==> src/rtl/exit_monitor.sv <==
// Simulation-completion and pipeline-occupancy monitor: per-stage valid counters,
// pass/fail PC detection at fetch, optional idle-retire watchdog (EXIT_MONITOR_WATCHDOG_EN).
module exit_monitor #(
  parameter int unsigned STAGES = 4,
  parameter int unsigned XLEN   = 32,
  parameter int unsigned CNT_W  = 32
) (
  input  logic                    clk,
  input  logic                    reset,
  input  logic [STAGES-1:0]       stage_v,
  input  logic [XLEN-1:0]         pc_i,
  input  logic [XLEN-1:0]         pass_pc,
  input  logic [XLEN-1:0]         fail_pc,
  input  logic [CNT_W-1:0]        wd_limit,
  input  logic                    clear,
  output logic [STAGES*CNT_W-1:0] cnt_flat,
  output logic [CNT_W-1:0]        cycles,
  output logic [1:0]              state,
  output logic                    done,
  output logic [XLEN-1:0]         done_pc
);

  typedef enum logic [1:0] {
    ST_RUN     = 2'b00,
    ST_PASS    = 2'b01,
    ST_FAIL    = 2'b10,
    ST_TIMEOUT = 2'b11
  } state_t;

  localparam logic [CNT_W-1:0] CNT_ONE = CNT_W'(1);

  state_t           r_state;
  logic             r_done;
  logic [XLEN-1:0]  r_done_pc;
  logic [CNT_W-1:0] r_cycles;
  logic [CNT_W-1:0] r_cnt [STAGES];

  logic w_run;
  logic w_hit_fail;
  logic w_hit_pass;
  logic w_timeout;

  assign w_run = (r_state == ST_RUN);

  // Ternary keeps an unqualified (possibly X) pc_i from reaching the compare result.
  assign w_hit_fail = stage_v[0] ? (pc_i == fail_pc) : 1'b0;
  assign w_hit_pass = stage_v[0] ? (pc_i == pass_pc) : 1'b0;

`ifdef EXIT_MONITOR_WATCHDOG_EN
  logic [CNT_W-1:0] r_idle;
  logic [CNT_W-1:0] w_wd_last;

  assign w_wd_last = wd_limit - CNT_ONE;
  assign w_timeout = (wd_limit != '0) && !stage_v[STAGES-1] && (r_idle == w_wd_last);

  always_ff @(posedge clk) begin
    if (!reset) begin
      r_idle <= '0;
    end else if (clear) begin
      r_idle <= '0;
    end else if (w_run) begin
      if (stage_v[STAGES-1]) begin
        r_idle <= '0;
      end else begin
        r_idle <= r_idle + CNT_ONE;
      end
    end
  end
`else
  logic w_unused_wd;

  assign w_unused_wd = ^wd_limit;
  assign w_timeout   = 1'b0;
`endif

  always_ff @(posedge clk) begin
    if (!reset) begin
      r_cycles <= '0;
      for (int unsigned k = 0; k < STAGES; k++) begin
        r_cnt[k] <= '0;
      end
    end else if (clear) begin
      r_cycles <= '0;
      for (int unsigned k = 0; k < STAGES; k++) begin
        r_cnt[k] <= '0;
      end
    end else if (w_run) begin
      r_cycles <= r_cycles + CNT_ONE;
      for (int unsigned k = 0; k < STAGES; k++) begin
        if (stage_v[k]) begin
          r_cnt[k] <= r_cnt[k] + CNT_ONE;
        end
      end
    end
  end

  // Terminal states are sticky; FAIL outranks PASS so pass_pc==fail_pc reports FAIL.
  always_ff @(posedge clk) begin
    if (!reset) begin
      r_state   <= ST_RUN;
      r_done    <= 1'b0;
      r_done_pc <= '0;
    end else if (w_run) begin
      if (w_hit_fail) begin
        r_state   <= ST_FAIL;
        r_done    <= 1'b1;
        r_done_pc <= pc_i;
      end else if (w_hit_pass) begin
        r_state   <= ST_PASS;
        r_done    <= 1'b1;
        r_done_pc <= pc_i;
      end else if (w_timeout) begin
        r_state   <= ST_TIMEOUT;
        r_done    <= 1'b1;
        r_done_pc <= '0;
      end
    end
  end

  always_comb begin
    cnt_flat = '0;
    for (int unsigned k = 0; k < STAGES; k++) begin
      cnt_flat[k*CNT_W +: CNT_W] = r_cnt[k];
    end
  end

  assign cycles  = r_cycles;
  assign state   = r_state;
  assign done    = r_done;
  assign done_pc = r_done_pc;

endmodule

==> config.mk <==
export PLATFORM = sky130hd
export DESIGN_NAME = exit_monitor
export DESIGN_NICKNAME = d
export VERILOG_FILES = /design/src/rtl/exit_monitor.sv
export SDC_FILE = /design/constraint.sdc
export NUM_CORES = 1
export LEC_CHECK = 0
export ABC_CLOCK_PERIOD_IN_PS = 5600
export CORE_AREA = 10 10 160 162
export DETAILED_ROUTE_END_ITERATION = 8
export DIE_AREA = 0 0 170 172
export GPL_TIMING_DRIVEN = 0
export PLACE_DENSITY = 0.78
export SYNTH_ARGS = -nofsm -noshare
export SYNTH_HDL_FRONTEND = slang
export SYNTH_SLANG_ARGS = --single-unit
==> constraint.sdc <==
create_clock -name clk -period 5.6 [get_ports clk]
set_input_delay 1.68 -clock clk [delete_from_list [all_inputs] [get_ports clk]]
set_output_delay 1.68 -clock clk [all_outputs]
set_load 0.005 [all_outputs]
* Yosys cells after proc, flatten, opt, wreduce, memory -nomap -nowiden
Memory sizes are Yosys's and may differ from the RTL's. Index checks and enable logic that the tools add are counted.
Cells by class: muxes and demuxes 40, reduce and logical (&&, ||, !) cells 4, $lt $le $gt $ge 0, $mul 0, divide/modulo/power cells 0, $add $sub $neg 5, equality and inequality tests 2, bitwise gates (word level) 9, shift operators 0
Operators by type and width (count):
- 2-to-1 mux 32 bit | 10
- adder 32 x 1 -> 32 bit (second input constant) | 5
- equality test 32 bit | 2
- 2-to-1 mux 1 bit | 28
- bitwise OR 1 bit | 8
- 2-to-1 mux 2 bit | 2
- logical NOT 2 bit | 1
- AND reduction 2 bit | 1
- nonzero test 2 bit | 1
- OR reduction 2 bit | 1
- NOT 1 bit | 1
Storage, ports and cells: latch bits 0, memories kept 1, output and inout port bits 195, word-level logic and storage cells 65, bits in registers 67, memory bits (read-only) 0, bits in writable memories 128
Memory list:
- r_cnt | depth 4, width 32, read ports 4, clocked after memory_dff 0, wr ports 4, line 36 | logic [CNT_W-1:0] r_cnt [STAGES];

* Depth between registers and ports, before layout
word-level depth 6, depth in mapped cells 8, depth with buffers taken out 7

* Worst setup path before layout
OpenSTA, ideal clock, no wires.
path kind input port to flip-flop, start input port reset, end memory r_cnt[0][0], enable pin, arrival time 2.814 ns, slack 2.308 ns, setup time 0.478 ns, cell stages on the path 4, cells stage by stage inv_1 -> clkbuf_1 -> nor2_1 -> nand2_1
RTL lines:
- start: declaration | line 9 | input logic reset,
- end: declaration | line 36

==> qor.txt <==
==================================================================================
Minimum clock period after layout                                          4.31 ns
CTS clk-pin slew, worst paths                                              0.08 ns
Sum of overflow across all layers after global routing                           0
Post-cts hold buffer count                                                       0
M1 WL                                                                      12.3 mm
Required time of the critical path                                         5.46 ns
Antenna violations before repair                                                 0
Routed wire length per instance                                            18.8 um
Number of setup buffers added after CTS                                          0
Aggregate negative setup slack                                                0 ns
Global-route wire length before repair                                     47.4 mm
Number of pins exceeding their max-slew limit in the final report                0
Critical path's top delay family                                      simple AND/OR/NAND/NOR gates
P_leak                                                                  0.00473 uW
Number of port buffers                                                         297
Cell-by-cell listing of the critical path                             clkdlybuf4s50_1 -> inv_1 -> clkbuf_1 -> nor2_1 -> nand2_1
Via count of the first global-routing pass                                    8603
Layout area overhead                                                         40.2%
Bufs and invs on worst path                                                      3
Share of final-layout standard cells stronger than drive strength 1          4.12%
Switching Share                                                              24.5%
Post-synthesis cell type count                                                  41
Clock Root Buffer                                                     sky130_fd_sc_hd__clkbuf_16
DR WL met3                                                                 2.86 mm
Syn. warnings                                                                    0
Cell area after synthesis                                             0.00987 mm^2
Power per unit of standard cell area                                   228 mW/mm^2
Buffers from clock root to sink, at most                                         2
Critical-path top delay cell                                          sky130_fd_sc_hd__nand2_1
Combinational Power Share                                                     9.2%
Drt first-iter violations                                                      604
FF+latch count, synth                                                          195
CTS H-tree depth                                                                 4
Top cells by area, synth                                              sky130_fd_sc_hd__edfxtp_1, sky130_fd_sc_hd__dfxtp_1, sky130_fd_sc_hd__xor2_1
Critical Path Fanout Max                                                        32
All-layer global routing usage                                               20.7%
Critical Path Source Type                                             primary input
Number of buffers created by CTS                                                17
Setup repair after global routing missed its margin                             no
Endpoint type of the worst setup path                                     register
Top library cells by usage in the layout, fill and taps aside         sky130_fd_sc_hd__clkdlybuf4s50_1, sky130_fd_sc_hd__nor2_1, sky130_fd_sc_hd__xor2_1, sky130_fd_sc_hd__dfxtp_1, sky130_fd_sc_hd__edfxtp_1
Number of design rule violations left after detail routing                       0
Area enclosed by the die boundary                                      0.0292 mm^2
Worst voltage drop across the vdd grid                                    0.172 mV
Clock Skews                                                              0.0161 ns
Status                                                                finished clean
Via count                                                                     8714
Final Core Density                                                           61.8%
Sequential group share of total power                                        49.6%
Routed met2 length                                                         15.1 mm
Antenna diode count                                                              0
Data arrival time at the worst-slack endpoint                              4.17 ns
IO Pins                                                                        330
Maximum Capacitance Violations                                                   0
Area inside the core boundary                                          0.0224 mm^2
Transition time at the pin with the least slew margin                      1.35 ns
Largest area contributor in the netlist                               sky130_fd_sc_hd__edfxtp_1
Mapped Nets                                                                   1170
Peak per-stage delay on the critical path                                  0.98 ns
Cells after Synth                                                             1030
Effective utilization at floorplan                                           44.1%
F_max                                                                      232 MHz
Total detailed-routing wirelength                                          31.0 mm
Pin count of the biggest net entering global routing                            33
Final-report hold violation count                                                0
Commonest non-fill, non-tap cell in the layout                        sky130_fd_sc_hd__clkdlybuf4s50_1
CTS Sinks                                                                      195
Post-route antenna net violation count                                           0
Highest routed metal layer                                                    met4
Final GP Congestion                                                          0.944
Die boundary height                                                         172 um
Die width                                                                   170 um
Post-route worst setup slack                                               1.29 ns
Final period util                                                            76.9%
Proportion of netlist area held by the largest area contributor              29.2%
Clock power frac                                                             41.3%
Final-stage net count                                                         1486
Setup Slack @ Placement                                                   0.857 ns
Sequential-to-total area share from yosys stat                               49.3%
Internal cell power                                                        2380 uW
Final setup violation count                                                      0
Placement row count                                                             55
# resized after CTS                                                              0
Kind of path behind the tightest hold check                           register to register
TritonCTS clock tree                                                           yes
Category of the most critical setup path                              primary input to register
Net Switching                                                               773 uW
Detail-routed via count per cell                                              5.30
Clk_lat worst skew                                                         0.43 ns
Post-DP HPWL                                                               24.3 mm
Number of filler instances in the final layout                                1880
Avg Synthesized Cell Area                                                9.58 um^2
Number of detailed-routing iterations run before antenna repair                  6
Worst slew margin relative to its limit                                      9.80%
==================================================================================
cells in the mapped netlist, drive strengths merged:
library cell and count:
o21a 1, and3b 1, nor2 158, xnor2 50, buf 10, and4 23
a221o 1, inv 21, o221ai 2, o22ai 2, ha 5, nor4 20
nand2b 4, nand2 67, and3 13, a21o 1, nor2b 10, edfxtp 96
a21oi 50, dfxtp 99, o211ai 1, o21ai 45, or3 14, a2111o 3
nand4 39, nor4b 2, and2 13, o2111a 1, nand3 94, or4 1
clkbuf 28, or2 3, nor3 13, xor2 139
cell type report:
class	count	area [um^2]	area share, %
plain buffers	38	193	1.39
clock buffers	20	479	3.46
clock inverters	12	153	1.10
inverters	21	78.8	0.570
multi-input cells	776	4730	34.2
flip-flops and latches	195	4860	35.2
well taps	285	357	2.58
repair buffers	297	2970	21.5
per-stage QoR:
step | cell area, um^2 | hold WS [ns] | instances | total power, uW
4_1_cts | 13800 | 0.466 | 1644 | 3180
3_5_place_dp | 13200 | 0.458 | 1612 | 1890
3_3_place_gp | 13200 | 0.449 | 1612 | 1880
6_report | 13800 | 0.464 | 1644 | 3160
2_1_floorplan | 9870 | 0.460 | 1030 | 1690
5_1_grt | 13800 | 0.486 | 1644 | 3260
layer usage:
metal	track usage, %	vias to the layer above
met5	0	-
met3	7.80	31
met1	23.6	4116
met4	7.21	0
li1	-	4248
met2	34.9	319
logic make-up (layout without fill, tap and decap cells):
logic type,after synthesis,after routing,synth area share [%]
flops,195,195,49.3
simple gates,475,475,24.6
compound gates,107,107,5.91
buf+inv,59,388,2.75
fa+ha+maj,5,5,0.634
xor+xnor,189,189,16.8
worst paths after layout:
kind                      end  slack (ns)       start  depth (start not counted)
setup reg to reg  r_cnt[3][6]        2.65    state[1]                          4
hold reg to reg    done_pc[9]        0.46  done_pc[9]                          2
hold / removal     done_pc[9]        0.46  done_pc[9]                          2
setup / recovery  r_cnt[3][6]        1.29       reset                          5
registers in the layout, indices dropped and copies added, names as in the netlist:
register  count
done_pc      32
done          1
cycles       32
state         2
r_cnt       128
power groups by stage:
stage          combinational, uW  sequential (uW)  clock [uW]
2_1_floorplan               95.7             1590           0
3_3_place_gp                 287             1600           0
3_5_place_dp                 290             1600           0
4_1_cts                      291             1560        1330
5_1_grt                      309             1570        1380
6_report                     289             1560        1300
worst min-delay path, stage by stage (launching register included):
cell                      delay [ns]
sky130_fd_sc_hd__dfxtp_1        0.31
sky130_fd_sc_hd__nand3_1        0.06
sky130_fd_sc_hd__a21oi_1        0.05
No activity file was read; power rests on OpenSTA's default activity.
